### src/rtl/tnn_pkg.sv
// Shared types and constants for the ternary neuron accumulator.
// Popcount geometry, FSM state encoding, default accumulator type.
package tnn_pkg;

  localparam int TNN_PC_IN = 5;
  localparam int TNN_PC_W  = 3;
  localparam int TNN_ACC_W = 7;

  typedef enum logic {
    ST_ACC,
    ST_OUT
  } tnn_state_t;

  typedef logic signed [TNN_ACC_W-1:0] tnn_acc_t;

endpackage

### src/rtl/tnn_popcount5.sv
// Exact 5-input popcount; port-compatible with approximate variants.
// Counts set bits of input_a into a 3-bit unsigned result.
module tnn_popcount5
  import tnn_pkg::*;
(
  input  logic [TNN_PC_IN-1:0] input_a,
  output logic [TNN_PC_W-1:0]  count
);

  // sum the input bits
  always_comb begin
    count = '0;
    for (int i = 0; i < TNN_PC_IN; i++) begin
      count = count + TNN_PC_W'(input_a[i]);
    end
  end

endmodule

### src/rtl/tnn_neuron_seq.sv
// Sequential ternary neuron: accumulates pc(pos)-pc(neg), thresholds.
// TNN_ACC_SAT_EN: saturate the accumulator instead of wrapping.
module tnn_neuron_seq
  import tnn_pkg::*;
#(
  parameter int MAX_BEATS = 8,
  parameter int ACC_W     = 7,
  parameter int THRESH    = 0
) (
  input  logic                    clk,
  input  logic                    rst_n,
  input  logic                    in_valid,
  output logic                    in_ready,
  input  logic [TNN_PC_IN-1:0]    in_pos,
  input  logic [TNN_PC_IN-1:0]    in_neg,
  input  logic                    in_last,
  output logic                    out_valid,
  input  logic                    out_ready,
  output logic                    out_bit,
  output logic signed [ACC_W-1:0] out_sum,
  output logic                    out_ovf
);

  localparam int CNT_W =
    (MAX_BEATS > 1) ? $clog2(MAX_BEATS) : 1;

  tnn_state_t              state, state_n;
  logic signed [ACC_W-1:0] acc, acc_n;
  logic [CNT_W-1:0]        beat_cnt;
  logic [TNN_PC_W-1:0]     pc_pos, pc_neg;
  logic                    accept, cnt_full;
  logic                    close_ev;
  logic signed [31:0]      sum_ext;

  tnn_popcount5 u_pc_pos (
    .input_a (in_pos),
    .count   (pc_pos)
  );

  tnn_popcount5 u_pc_neg (
    .input_a (in_neg),
    .count   (pc_neg)
  );

  assign in_ready = (state == ST_ACC);
  assign accept   = in_valid && in_ready;
  assign cnt_full = (beat_cnt == CNT_W'(MAX_BEATS - 1));
  assign close_ev = accept && (in_last || cnt_full);
  assign sum_ext  = 32'(acc_n);

`ifdef TNN_ACC_SAT_EN
  localparam logic signed [ACC_W+1:0] SAT_HI =
    {3'b000, {(ACC_W-1){1'b1}}};
  localparam logic signed [ACC_W+1:0] SAT_LO =
    {3'b111, {(ACC_W-1){1'b0}}};

  logic signed [ACC_W+1:0] wide;

  // widened add, then clamp into the accumulator range
  always_comb begin
    wide = $signed({{2{acc[ACC_W-1]}}, acc})
         + $signed({{(ACC_W-1){1'b0}}, pc_pos})
         - $signed({{(ACC_W-1){1'b0}}, pc_neg});
    if (wide > SAT_HI) begin
      acc_n = SAT_HI[ACC_W-1:0];
    end else if (wide < SAT_LO) begin
      acc_n = SAT_LO[ACC_W-1:0];
    end else begin
      acc_n = wide[ACC_W-1:0];
    end
  end
`else
  assign acc_n = acc
    + $signed({{(ACC_W-TNN_PC_W){1'b0}}, pc_pos})
    - $signed({{(ACC_W-TNN_PC_W){1'b0}}, pc_neg});
`endif

  // state register
  always_ff @(posedge clk or negedge rst_n) begin
    if (!rst_n) begin
      state <= ST_ACC;
    end else begin
      state <= state_n;
    end
  end

  // next-state: close a fan-in, or release the held result
  always_comb begin
    state_n = state;
    unique case (state)
      ST_ACC: if (close_ev) state_n = ST_OUT;
      ST_OUT: if (out_valid && out_ready) state_n = ST_ACC;
      default: state_n = ST_ACC;
    endcase
  end

  // accumulator, beat counter and result registers
  always_ff @(posedge clk or negedge rst_n) begin
    if (!rst_n) begin
      acc       <= '0;
      beat_cnt  <= '0;
      out_valid <= 1'b0;
      out_bit   <= 1'b0;
      out_sum   <= '0;
      out_ovf   <= 1'b0;
    end else if (close_ev) begin
      out_sum   <= acc_n;
      out_bit   <= (sum_ext >= THRESH);
      out_valid <= 1'b1;
      out_ovf   <= !in_last;
      acc       <= '0;
      beat_cnt  <= '0;
    end else if (accept) begin
      acc      <= acc_n;
      beat_cnt <= beat_cnt + CNT_W'(1);
    end else if (out_valid && out_ready) begin
      out_valid <= 1'b0;
    end
  end

endmodule
### config.mk
export PLATFORM = sky130hd
export DESIGN_NAME = tnn_neuron_seq
export DESIGN_NICKNAME = d
export VERILOG_FILES = /design/src/rtl/tnn_pkg.sv /design/src/rtl/tnn_popcount5.sv /design/src/rtl/tnn_neuron_seq.sv
export SDC_FILE = /design/constraint.sdc
export NUM_CORES = 1
export LEC_CHECK = 0
export BUFFER_PORTS_ARGS = -buffer_cell sky130_fd_sc_hd__buf_2
export CAP_MARGIN = 10
export CORE_AREA = 2 2 54 56
export CTS_BUF_LIST = sky130_fd_sc_hd__clkbuf_16
export CTS_CLUSTER_DIAMETER = 100
export CTS_CLUSTER_SIZE = 30
export DETAILED_ROUTE_END_ITERATION = 10
export DIE_AREA = 0 0 56 58
export PLACE_DENSITY_LB_ADDON = 0.2
export SLEW_MARGIN = 20
export SYNTH_ARGS = -nofsm -noshare
export SYNTH_HDL_FRONTEND = slang
export SYNTH_HIERARCHICAL = 1
export SYNTH_SLANG_ARGS = --single-unit
export TNS_END_PERCENT = 20
### constraint.sdc
create_clock -name clk -period 3.1 [get_ports clk]
set_input_delay 0.465 -clock clk [delete_from_list [all_inputs] [get_ports clk]]
set_output_delay 0.465 -clock clk [all_outputs]
set_load 0.01 [all_outputs]
==> metrics.txt, run 1 <==
# TYPE chip_impl_metric gauge
chip_impl_metric{name="worst_slew_margin",unit="%"} 62.2
chip_impl_metric{name="drt-vias-per-instance",unit=""} 5.22
chip_impl_metric{name="detail_route.wl_per_cell",unit="µm"} 13.1
chip_impl_metric{name="timing_hold_violations_final",unit=""} 0
chip_impl_metric{name="ir_drop",unit="mV"} 0.640
chip_impl_metric{name="synthesis.instances",unit=""} 137
chip_impl_metric{name="total_design_power",unit="W"} 0.00182
chip_impl_metric{name="row_count",unit=""} 19
chip_impl_info{name="post-synth-top-count-cell",value="sky130_fd_sc_hd__inv_1"} 1
chip_impl_metric{name="globalRouteOverflowTotal",unit=""} 0
chip_impl_info{name="synth_flop_cell",value="sky130_fd_sc_hd__dfrtp_1"} 1
chip_impl_metric{name="boundaryPins",unit=""} 26
chip_impl_metric{name="drc",unit=""} 0
chip_impl_info{name="worst_setup_path_start_kind",value="input pin"} 1
chip_impl_metric{name="starting_utilization_of_the_core_area",unit="%"} 52.3
chip_impl_metric{name="maximum_root_to_sink_buffer_count",unit=""} 2
chip_impl_metric{name="post_place_cell_area",unit="µm²"} 1650
chip_impl_metric{name="worst_ep_required_time",unit="ns"} 3.23
chip_impl_metric{name="syn_avg_cell_area",unit="µm²"} 10.2
chip_impl_metric{name="fin_tns_setup",unit="ns"} -1.21
chip_impl_metric{name="routed_wl",unit="µm"} 2650
chip_impl_metric{name="cts_hold_repair.buffers",unit=""} 0
chip_impl_metric{name="synth_cell_area",unit="µm²"} 1390
chip_impl_metric{name="postLayoutCellArea",unit="µm²"} 1800
chip_impl_info{name="ctsRootBufferMaster",value="sky130_fd_sc_hd__clkbuf_16"} 1
chip_impl_metric{name="clock_skew",unit="ns"} 0.00282
chip_impl_info{name="critPathCaptureType",value="flop"} 1
chip_impl_info{name="synth_commonest_cells",value="sky130_fd_sc_hd__inv_1, sky130_fd_sc_hd__dfrtp_1, sky130_fd_sc_hd__ha_1"} 1
chip_impl_metric{name="post-route-worst-setup-slack",unit="ns"} -0.174
chip_impl_metric{name="routed-via-count",unit=""} 1059
chip_impl_metric{name="number_of_standard_cells_in_the_layout_taps_in_and_fillers_out",unit=""} 203
chip_impl_metric{name="synth-warning-count",unit=""} 6
chip_impl_metric{name="final-max-slew-violation-count",unit=""} 0
chip_impl_metric{name="drt_pre_antenna_iters",unit=""} 4
chip_impl_metric{name="via_count_of_the_first_global_routing_pass",unit=""} 1123
chip_impl_metric{name="placeable_core_region",unit="µm²"} 2660
chip_impl_info{name="tritoncts_clock_tree",value="built"} 1
chip_impl_metric{name="cts_made_buffers",unit=""} 3
chip_impl_metric{name="layout.nets",unit=""} 206
chip_impl_metric{name="post-route-min-period",unit="ns"} 3.27
chip_impl_metric{name="fillerInstances",unit=""} 217
chip_impl_metric{name="grt_pass1_wl",unit="µm"} 4830
chip_impl_info{name="path_class",value="input pin to flop"} 1
chip_impl_metric{name="cp.arrival",unit="ns"} 3.40
chip_impl_metric{name="layout-drive-gt1-share",unit="%"} 36.6
chip_impl_metric{name="clk_latency",unit="ns"} 0.25
chip_impl_metric{name="worst-r2r-cell-count",unit=""} 9
chip_impl_metric{name="drtIter0Drc",unit=""} 19
chip_impl_metric{name="final.period_utilization",unit="%"} 106
chip_impl_info{name="violations",value="negative setup slack"} 1
chip_impl_metric{name="ctsHtreeMaxLevel",unit=""} 1
chip_impl_metric{name="die_w",unit="µm"} 56
chip_impl_metric{name="grt_start_max_net_pins",unit=""} 22
chip_impl_metric{name="synth_edf_count",unit=""} 0
chip_impl_metric{name="area_growth_syn_to_layout",unit="%"} 29.0
chip_impl_metric{name="synth_nets",unit=""} 170
chip_impl_info{name="yosys.area.top_type",value="sky130_fd_sc_hd__dfrtp_1"} 1
chip_impl_metric{name="die_area",unit="µm²"} 3250
chip_impl_metric{name="globalRouteTotalUtil",unit="%"} 18.9
chip_impl_metric{name="post-synth-top-area-fraction",unit="%"} 37.7
chip_impl_metric{name="clkSinkCount",unit=""} 21
chip_impl_metric{name="worst-slew-pin-transition",unit="ns"} 0.564
chip_impl_metric{name="cts.reportedPaths.clkPinSlew",unit="ns"} 0.06
chip_impl_metric{name="async_reset_ff_share",unit="%"} 100
chip_impl_metric{name="postSynthRegisterBits",unit=""} 21
chip_impl_metric{name="buffer_ports.inserted",unit=""} 25
chip_impl_metric{name="dieHeight",unit="µm"} 58
chip_impl_info{name="hp-class",value="input pin to asynchronous set/reset pin"} 1
chip_impl_info{name="run_status",value="complete, but fails checks"} 1
chip_impl_metric{name="fin_hold_ws",unit="ns"} 0.159
chip_impl_metric{name="gp_congestion",unit=""} 0.789
chip_impl_metric{name="n_antenna_cell",unit=""} 0
chip_impl_metric{name="antenna_violating_nets_left",unit=""} 0
chip_impl_metric{name="detailed_placement_hpwl",unit="µm"} 2060
chip_impl_metric{name="synth_cell_type_count",unit=""} 34
chip_impl_info{name="grt_setup_unrepaired",value="true"} 1
chip_impl_metric{name="cellLeakagePower",unit="nW"} 0.924
chip_impl_metric{name="placedCellCount",unit=""} 198
chip_impl_metric{name="max_freq",unit="MHz"} 305
chip_impl_metric{name="worst_path_maximum_fanout",unit=""} 2
chip_impl_metric{name="cap_viol_max_count",unit=""} 0
chip_impl_metric{name="final_setup_violations",unit=""} 9
chip_impl_metric{name="power_per_unit_of_standard_cell_area",unit="nW/µm²"} 1010
chip_impl_metric{name="synth_seq_area_share",unit="%"} 37.7
chip_impl_info{name="post_synth_main_area_contributors",value="sky130_fd_sc_hd__dfrtp_1, sky130_fd_sc_hd__fa_1, sky130_fd_sc_hd__ha_1"} 1
chip_impl_metric{name="antenna_found_initial",unit=""} 0
[routing by layer]
metal	vias up	share of wire, %	track usage [%]
met4	0	1.5	6.12
met5	-	0	0
met3	5	4.4	2.68
met1	504	46	25.1
met2	27	48	32.4
li1	523	-	-
[sequential cells by signal, summed over array words and instances, names as in the netlist]
register   flops
out_valid      1
beat_cnt       3
out_sum        7
out_bit        1
state          1
acc            7
out_ovf        1
[path summary, 6_finish.rpt]
kind                            startpoint          to  slack [ns]
min in group clk                 out_ready   out_valid        0.39
worst min-delay path                 rst_n      acc[5]        0.16
max in group asynchronous            rst_n      acc[1]        2.62
worst max register to register      acc[2]  out_sum[6]        0.84
worst min register to register      acc[6]      acc[6]        0.50
worst max-delay path             in_pos[0]      acc[5]       -0.17
[kinds of logic (layout without fill, tap and decap cells)]
group	Yosys count	count (layout)	share of synthesized area, %
muxes	8	8	6.20
AOI/OAI and AO/OA	28	28	13.9
xor gates and xnor gates	3	3	1.89
and+or+nand+nor	31	31	12.7
buffers and inverters	28	63	7.64
adders and majority gates	18	18	19.9
DFF	21	21	37.7
[through the flow]
stage / utilization [%] / setup slack (ns)
after global routing: 67.5 / -0.350
after global placement: 62.0 / -0.550
after floorplan: - / -0.292
after CTS: 66.8 / -0.195
after detailed placement: 62.0 / -0.575
final: 67.5 / -0.174
[area by class of cell]
class	count	area, µm²	share of cell area [%]
Clock buffer	3	75.1	4.18
Clock inverter	1	5.00	0.279
Inverter	26	105	5.85
Multi-Input combinational cell	88	846	47.1
Sequential cell	21	526	29.2
Tap cell	31	38.8	2.16
Timing Repair Buffer	33	201	11.2
[power breakdown]
part	switching (W)	total, W	leakage [nW]	internal [W]
Combinational	0.000531	0.00109	0.619	0.000558
Sequential	0.0000712	0.000457	0.264	0.000386
Clock	0.0000994	0.000273	0.0409	0.000173
[layout by cell type, fill, tap and decap left out, types with 4 or more instances in the layout]
master,netlist,routed
sky130_fd_sc_hd__fa_1,7,4
sky130_fd_sc_hd__dfrtp_1,21,21
sky130_fd_sc_hd__a22o_1,4,4
sky130_fd_sc_hd__ha_1,11,8
sky130_fd_sc_hd__buf_2,1,23
sky130_fd_sc_hd__inv_2,0,4
sky130_fd_sc_hd__buf_4,0,7
sky130_fd_sc_hd__a21oi_1,6,5
sky130_fd_sc_hd__nor2_1,7,7
sky130_fd_sc_hd__o21ai_0,5,4
sky130_fd_sc_hd__nand2_1,10,10
sky130_fd_sc_hd__a21o_1,4,4
sky130_fd_sc_hd__inv_1,26,21
[repair_timing]
item                       in CTS  in global routing
pin swaps                      12                  3
resized for setup              10                  4
setup endpoints to repair       9                 11
buffers inserted                1                  0
[critical path, cell delays in order]
cell and delay (ns):
sky130_fd_sc_hd__buf_6 0.07, sky130_fd_sc_hd__inv_2 0.03, sky130_fd_sc_hd__fa_1 0.52, sky130_fd_sc_hd__inv_1 0.05, sky130_fd_sc_hd__fa_2 0.35, sky130_fd_sc_hd__ha_4 0.27, sky130_fd_sc_hd__inv_2 0.03, sky130_fd_sc_hd__fa_1 0.51
sky130_fd_sc_hd__inv_2 0.06, sky130_fd_sc_hd__ha_4 0.20, sky130_fd_sc_hd__a21o_1 0.14, sky130_fd_sc_hd__a21o_1 0.18, sky130_fd_sc_hd__a21oi_2 0.20, sky130_fd_sc_hd__mux2i_1 0.22, sky130_fd_sc_hd__o211ai_1 0.11
Power figures use the tool's default switching activity.
==> inputs of run 2 (changes only) <==
==> constraint.sdc (replaced) <==
create_clock -name clk -period 4.1 [get_ports clk]
set_input_delay 0.615 -clock clk [delete_from_list [all_inputs] [get_ports clk]]
set_output_delay 0.615 -clock clk [all_outputs]
set_load 0.01 [all_outputs]
==> run 2 against run 1 <==
  * The run now ends clean
  * Non-clock buffer count shrank 7
  * Clock skew is essentially flat
  * Die area is the same
  * Sequential cell count is the same
==> metrics.txt, run 2 (same netlist as run 1, synthesis figures left out) <==
# TYPE chip_impl_metric gauge
chip_impl_metric{name="die_area",unit="µm²"} 3250
chip_impl_metric{name="globalRouteTotalUtil",unit="%"} 18.2
chip_impl_metric{name="die_w",unit="µm"} 56
chip_impl_metric{name="gp_congestion",unit=""} 0.782
chip_impl_metric{name="number_of_standard_cells_in_the_layout_taps_in_and_fillers_out",unit=""} 196
chip_impl_metric{name="grt_pass1_wl",unit="µm"} 4620
chip_impl_info{name="worst_setup_path_start_kind",value="input pin"} 1
chip_impl_metric{name="routed-via-count",unit=""} 1027
chip_impl_metric{name="cp.arrival",unit="ns"} 4.00
chip_impl_metric{name="worst-slew-pin-transition",unit="ns"} 0.515
chip_impl_metric{name="antenna_found_initial",unit=""} 0
chip_impl_metric{name="dieHeight",unit="µm"} 58
chip_impl_metric{name="post_cts.repair.setup_buffers",unit=""} 0
chip_impl_metric{name="final_setup_violations",unit=""} 0
chip_impl_metric{name="clock_skew",unit="ns"} 0.00251
chip_impl_metric{name="detail_route.wl_per_cell",unit="µm"} 13.7
chip_impl_metric{name="grt_start_max_net_pins",unit=""} 22
chip_impl_metric{name="cts_hold_repair.buffers",unit=""} 0
chip_impl_metric{name="n_antenna_cell",unit=""} 0
chip_impl_info{name="hp-class",value="input pin to asynchronous set/reset pin"} 1
chip_impl_metric{name="drt-vias-per-instance",unit=""} 5.24
chip_impl_metric{name="boundaryPins",unit=""} 26
chip_impl_info{name="path_class",value="input pin to flop"} 1
chip_impl_metric{name="worst_path_maximum_fanout",unit=""} 3
chip_impl_info{name="critPathCaptureType",value="flop"} 1
chip_impl_metric{name="fillerInstances",unit=""} 229
chip_impl_metric{name="cellLeakagePower",unit="nW"} 0.873
chip_impl_metric{name="ir_drop",unit="mV"} 0.455
chip_impl_info{name="most_used_cells_in_the_layout_excluding_fill_and_tap_cells",value="sky130_fd_sc_hd__inv_1, sky130_fd_sc_hd__buf_2, sky130_fd_sc_hd__dfrtp_1"} 1
chip_impl_metric{name="worst_slew_margin",unit="%"} 65.5
chip_impl_metric{name="drc",unit=""} 0
chip_impl_metric{name="globalRouteOverflowTotal",unit=""} 0
chip_impl_info{name="tritoncts_clock_tree",value="built"} 1
chip_impl_metric{name="area_growth_syn_to_layout",unit="%"} 17.4
chip_impl_metric{name="placedCellCount",unit=""} 192
chip_impl_metric{name="power_per_unit_of_standard_cell_area",unit="nW/µm²"} 749
chip_impl_info{name="critPathLaunch",value="in_pos[0]"} 1
chip_impl_metric{name="antenna_violating_nets_left",unit=""} 0
chip_impl_metric{name="drt_pre_antenna_iters",unit=""} 4
chip_impl_metric{name="cts_made_buffers",unit=""} 3
chip_impl_metric{name="routed_wl",unit="µm"} 2690
chip_impl_info{name="worstReg2RegEnd",value="out_sum[6]"} 1
chip_impl_metric{name="buffer_ports.inserted",unit=""} 25
chip_impl_metric{name="ctsHtreeMaxLevel",unit=""} 1
chip_impl_metric{name="layout.nets",unit=""} 199
chip_impl_metric{name="layout-drive-gt1-share",unit="%"} 24.8
chip_impl_metric{name="post-route-min-period",unit="ns"} 3.81
chip_impl_info{name="cp-endpoint",value="out_sum[6]"} 1
chip_impl_metric{name="placeable_core_region",unit="µm²"} 2660
chip_impl_metric{name="cts.reportedPaths.clkPinSlew",unit="ns"} 0.06
chip_impl_metric{name="worst-r2r-setup-slack",unit="ns"} 1.63
chip_impl_metric{name="timing_hold_violations_final",unit=""} 0
chip_impl_metric{name="clkSinkCount",unit=""} 21
chip_impl_metric{name="row_count",unit=""} 19
chip_impl_metric{name="drtIter0Drc",unit=""} 18
chip_impl_metric{name="maximum_root_to_sink_buffer_count",unit=""} 2
chip_impl_info{name="largest_registers",value="acc (7), out_sum (7), beat_cnt (3)"} 1
chip_impl_metric{name="starting_utilization_of_the_core_area",unit="%"} 52.3
chip_impl_info{name="grt_setup_unrepaired",value="false"} 1
chip_impl_info{name="ctsRootBufferMaster",value="sky130_fd_sc_hd__clkbuf_16"} 1
chip_impl_metric{name="via_count_of_the_first_global_routing_pass",unit=""} 1062
chip_impl_metric{name="cap_viol_max_count",unit=""} 0
chip_impl_metric{name="worst-r2r-cell-count",unit=""} 9
chip_impl_info{name="layout.cells.most_common",value="sky130_fd_sc_hd__inv_1"} 1
chip_impl_metric{name="clk_latency",unit="ns"} 0.25
chip_impl_metric{name="final.period_utilization",unit="%"} 92.9
chip_impl_metric{name="detailed_placement_hpwl",unit="µm"} 2060
chip_impl_metric{name="final-max-slew-violation-count",unit=""} 0
chip_impl_metric{name="fin_tns_setup",unit="ns"} 0
chip_impl_metric{name="max_freq",unit="MHz"} 262
chip_impl_metric{name="worst_ep_required_time",unit="ns"} 4.29
chip_impl_metric{name="cts.repair.resized",unit=""} 0
chip_impl_info{name="critical_path.reg2reg.startpoint",value="acc[1]"} 1
chip_impl_info{name="run_status",value="finished clean"} 1
[run 2: routing by layer]
metal	GRT usage, %	routed length, µm	vias up
li1	-	-	507
met1	22.4	1140	490
met2	32.3	1390	26
met3	2.46	109	4
met4	8.16	44	0
met5	0	0	-
[run 2: final cells by class]
type | instances | area, µm² | area share [%]
Clock buffer | 3 | 75.1 | 4.59
Tap cell | 31 | 38.8 | 2.37
Inverter | 26 | 97.6 | 5.97
Multi-Input combinational cell | 88 | 761 | 46.5
Sequential cell | 21 | 526 | 32.1
Clock inverter | 1 | 5.00 | 0.306
Timing Repair Buffer | 26 | 133 | 8.11
[run 2: critical path, stage by stage]
cell and delay, ns:
sky130_fd_sc_hd__buf_2 0.07, sky130_fd_sc_hd__inv_1 0.04, sky130_fd_sc_hd__fa_1 0.53, sky130_fd_sc_hd__inv_1 0.05, sky130_fd_sc_hd__fa_1 0.36, sky130_fd_sc_hd__ha_1 0.28
sky130_fd_sc_hd__inv_1 0.05, sky130_fd_sc_hd__fa_1 0.49, sky130_fd_sc_hd__inv_1 0.07, sky130_fd_sc_hd__fa_1 0.46, sky130_fd_sc_hd__a21oi_1 0.28, sky130_fd_sc_hd__o2111ai_1 0.24
sky130_fd_sc_hd__nand3_2 0.13, sky130_fd_sc_hd__mux2i_1 0.21, sky130_fd_sc_hd__nand2b_1 0.12
[run 2: per-stage QoR]
step                setup WS, ns  area, µm²  utilization [%]  hold WS [ns]  total power [W]
finish                     0.289       1640             61.4         0.312          0.00123
global route              0.0313       1640             61.4         0.354          0.00134
CTS                        0.258       1640             61.4         0.326          0.00124
detailed placement        0.0675       1560             58.4         0.494          0.00102
global placement           0.160       1560             58.4         0.477         0.000990
floorplan                  0.353       1390                -         0.319         0.000852
[run 2: how the worst min path moves through the flow]
stage | start | slack, ns | end
floorplan | rst_n | 0.32 | acc[0]
global placement | out_bit | 0.48 | out_bit
detailed placement | out_bit | 0.49 | out_bit
CTS | rst_n | 0.33 | acc[5]
global route | rst_n | 0.35 | out_sum[6]
finish | rst_n | 0.31 | acc[5]
[run 2: where the power goes]
part | internal (W) | switching (W)
Combinational | 0.000316 | 0.000364
Sequential | 0.000292 | 0.0000513
Clock | 0.000131 | 0.0000715
Total | 0.000739 | 0.000487
==> inputs of run 3 (changes only) <==
--- a/config.mk
+++ b/config.mk
@@ -6,13 +6,14 @@
 export NUM_CORES = 1
 export LEC_CHECK = 0
 export BUFFER_PORTS_ARGS = -buffer_cell sky130_fd_sc_hd__buf_2
-export CAP_MARGIN = 10
+export CAP_MARGIN = 20
 export CORE_AREA = 2 2 54 56
 export CTS_BUF_LIST = sky130_fd_sc_hd__clkbuf_16
 export CTS_CLUSTER_DIAMETER = 100
 export CTS_CLUSTER_SIZE = 30
 export DETAILED_ROUTE_END_ITERATION = 10
 export DIE_AREA = 0 0 56 58
+export MAX_ROUTING_LAYER = met4
 export PLACE_DENSITY_LB_ADDON = 0.2
 export SLEW_MARGIN = 20
 export SYNTH_ARGS = -nofsm -noshare
==> run 3 against run 2 <==
  * Core utilization did not move
  * Critical path depth stayed put
  * Combinational power is essentially flat
  * Highest routed layer unchanged
  * First-iteration DRC count is 5.6% higher
  * Final area is the same
  * Worst setup slack improved by 0.011 ns
  * Via count is 0.49% higher
  * Wire length is 0.41% higher
  * Sequential share of layout area is the same
  * Sequential power barely moved
==> metrics.txt, run 3 (same netlist as run 1, synthesis figures left out) <==
# TYPE chip_impl_metric gauge
chip_impl_info{name="run_status",value="finished clean"} 1
chip_impl_metric{name="area_growth_syn_to_layout",unit="%"} 17.4
chip_impl_info{name="path_class",value="input pin to flop"} 1
chip_impl_metric{name="worst-slew-pin-transition",unit="ns"} 0.521
chip_impl_metric{name="cts.repair.resized",unit=""} 0
chip_impl_metric{name="via_count_of_the_first_global_routing_pass",unit=""} 1060
chip_impl_info{name="critPathCaptureType",value="flop"} 1
chip_impl_metric{name="die_w",unit="µm"} 56
chip_impl_info{name="worst_path_dominant_cell_family",value="adder cells"} 1
chip_impl_metric{name="gr-usage-met2",unit="%"} 32.3
chip_impl_metric{name="die_area",unit="µm²"} 3250
chip_impl_metric{name="grtUsageMet1",unit="%"} 22.5
chip_impl_info{name="ctsRootBufferMaster",value="sky130_fd_sc_hd__clkbuf_16"} 1
chip_impl_info{name="crit_slowest_cell",value="sky130_fd_sc_hd__fa_1"} 1
chip_impl_info{name="layout.cells.most_common",value="sky130_fd_sc_hd__inv_1"} 1
chip_impl_metric{name="drtIter0Drc",unit=""} 19
chip_impl_info{name="grt_busiest_layer",value="met2"} 1
chip_impl_metric{name="routed_wl",unit="µm"} 2700
chip_impl_metric{name="post_cts.repair.setup_buffers",unit=""} 0
chip_impl_metric{name="detailed_placement_hpwl",unit="µm"} 2060
chip_impl_metric{name="worst_path_largest_cell_delay",unit="ns"} 0.53
chip_impl_metric{name="timing_hold_violations_final",unit=""} 0
chip_impl_info{name="grt_setup_unrepaired",value="false"} 1
chip_impl_metric{name="cts.reportedPaths.clkPinSlew",unit="ns"} 0.06
chip_impl_metric{name="cts_hold_repair.buffers",unit=""} 0
chip_impl_info{name="worst_setup_path_start_kind",value="input pin"} 1
chip_impl_metric{name="max_freq",unit="MHz"} 263
chip_impl_metric{name="clk_latency",unit="ns"} 0.25
chip_impl_info{name="most_used_cells_in_the_layout_excluding_fill_and_tap_cells",value="sky130_fd_sc_hd__inv_1, sky130_fd_sc_hd__buf_2, sky130_fd_sc_hd__dfrtp_1"} 1
chip_impl_info{name="hp-class",value="input pin to asynchronous set/reset pin"} 1
chip_impl_metric{name="layout.nets",unit=""} 199
chip_impl_metric{name="grt_pass1_wl",unit="µm"} 4640
chip_impl_metric{name="fin_tns_setup",unit="ns"} 0
chip_impl_metric{name="final-max-slew-violation-count",unit=""} 0
chip_impl_metric{name="worst_ep_required_time",unit="ns"} 4.29
chip_impl_metric{name="grt_start_max_net_pins",unit=""} 22
chip_impl_metric{name="grtUsageMet3",unit="%"} 2.46
chip_impl_info{name="tritoncts_clock_tree",value="built"} 1
chip_impl_metric{name="drt-vias-per-instance",unit=""} 5.27
chip_impl_metric{name="drc",unit=""} 0
chip_impl_info{name="largest_registers",value="acc (7), out_sum (7), beat_cnt (3)"} 1
chip_impl_metric{name="antenna_violating_nets_left",unit=""} 0
chip_impl_metric{name="antenna_found_initial",unit=""} 0
chip_impl_metric{name="boundaryPins",unit=""} 26
chip_impl_metric{name="power_per_unit_of_standard_cell_area",unit="nW/µm²"} 750
chip_impl_metric{name="buffer_ports.inserted",unit=""} 25
chip_impl_metric{name="ctsHtreeMaxLevel",unit=""} 1
chip_impl_metric{name="worst_path_maximum_fanout",unit=""} 3
chip_impl_metric{name="number_of_standard_cells_in_the_layout_taps_in_and_fillers_out",unit=""} 196
chip_impl_metric{name="ir_drop",unit="mV"} 0.455
chip_impl_metric{name="clkSinkCount",unit=""} 21
chip_impl_metric{name="drt_pre_antenna_iters",unit=""} 4
chip_impl_metric{name="globalRouteOverflowTotal",unit=""} 0
chip_impl_metric{name="n_antenna_cell",unit=""} 0
chip_impl_metric{name="final_setup_violations",unit=""} 0
chip_impl_metric{name="final_util",unit="%"} 61.4
chip_impl_info{name="path_cells",value="buf_2 > inv_1 > fa_1 > inv_1 > fa_1 > ha_1 > inv_1 > fa_1 > inv_1 > fa_1 > a21oi_1 > o2111ai_1 > nand3_2 > mux2i_1 > nand2b_1"} 1
chip_impl_metric{name="cap_viol_max_count",unit=""} 0
chip_impl_metric{name="worst_slew_margin",unit="%"} 65.1
chip_impl_metric{name="clock_skew",unit="ns"} 0.00253
chip_impl_metric{name="dieHeight",unit="µm"} 58
chip_impl_metric{name="cellLeakagePower",unit="nW"} 0.873
chip_impl_metric{name="routed-via-count",unit=""} 1032
chip_impl_metric{name="layout-drive-gt1-share",unit="%"} 24.8
chip_impl_metric{name="critical_path_buf_inv_count",unit=""} 5
chip_impl_metric{name="placedCellCount",unit=""} 192
chip_impl_metric{name="globalRouteTotalUtil",unit="%"} 18.9
chip_impl_metric{name="placeable_core_region",unit="µm²"} 2660
chip_impl_metric{name="maximum_root_to_sink_buffer_count",unit=""} 2
chip_impl_metric{name="gp_congestion",unit=""} 0.793
chip_impl_metric{name="cts_made_buffers",unit=""} 3
chip_impl_metric{name="row_count",unit=""} 19
chip_impl_metric{name="starting_utilization_of_the_core_area",unit="%"} 52.3
chip_impl_metric{name="post-route-min-period",unit="ns"} 3.80
chip_impl_metric{name="cp.arrival",unit="ns"} 3.99
chip_impl_metric{name="final.period_utilization",unit="%"} 92.7
chip_impl_metric{name="detail_route.wl_per_cell",unit="µm"} 13.8
[run 3: cell counts in the layout (fill, tap and decap cells not counted)]
Identical to the previous run, type by type.
[run 3: area by class of cell]
class / instances / area [µm²]
clock inverters: 1 / 5.00
inverters: 26 / 97.6
well taps: 31 / 38.8
multi-input cells: 88 / 761
flip-flops and latches: 21 / 526
fillers: 229 / 1030
repair buffers: 26 / 133
clock buffers: 3 / 75.1
[run 3: path summary, 6_finish.rpt]
path	from	to	slack (ns)	cells after the start
max	in_pos[0]	out_sum[6]	0.30	15
min	rst_n	acc[5]	0.31	1
max reg2reg	acc[1]	out_sum[6]	1.64	9
min reg2reg	out_bit	out_bit	0.50	2
max in group asynchronous	rst_n	acc[2]	3.47	1
min in group clk	out_bit	out_bit	0.50	2
[run 3: metal layers]
metal  up-vias  routed length [µm]  part of all wire [%]
li1        506                   -                     -
met1       490                1120                    42
met2        32                1400                    52
met3         4                 137                   5.1
met4         0                  44                   1.6
met5         -                   0                     0
[run 3: metrics by stage]
stage / area [µm²] / worst slack (ns) / total power (W) / hold WS, ns
3_3_place_gp: 1560 / 0.160 / 0.000990 / 0.477
6_report: 1640 / 0.301 / 0.00123 / 0.313
2_1_floorplan: 1390 / 0.353 / 0.000852 / 0.319
5_1_grt: 1640 / 0.0312 / 0.00134 / 0.354
3_5_place_dp: 1560 / 0.0675 / 0.00102 / 0.494
4_1_cts: 1640 / 0.258 / 0.00124 / 0.326
[run 3: report_power, final]
group	leakage, nW	switching, W	internal [W]	total, W
Clock	0.0409	0.0000721	0.000131	0.000203
Sequential	0.264	0.0000514	0.000292	0.000343
Combinational	0.569	0.000365	0.000316	0.000681
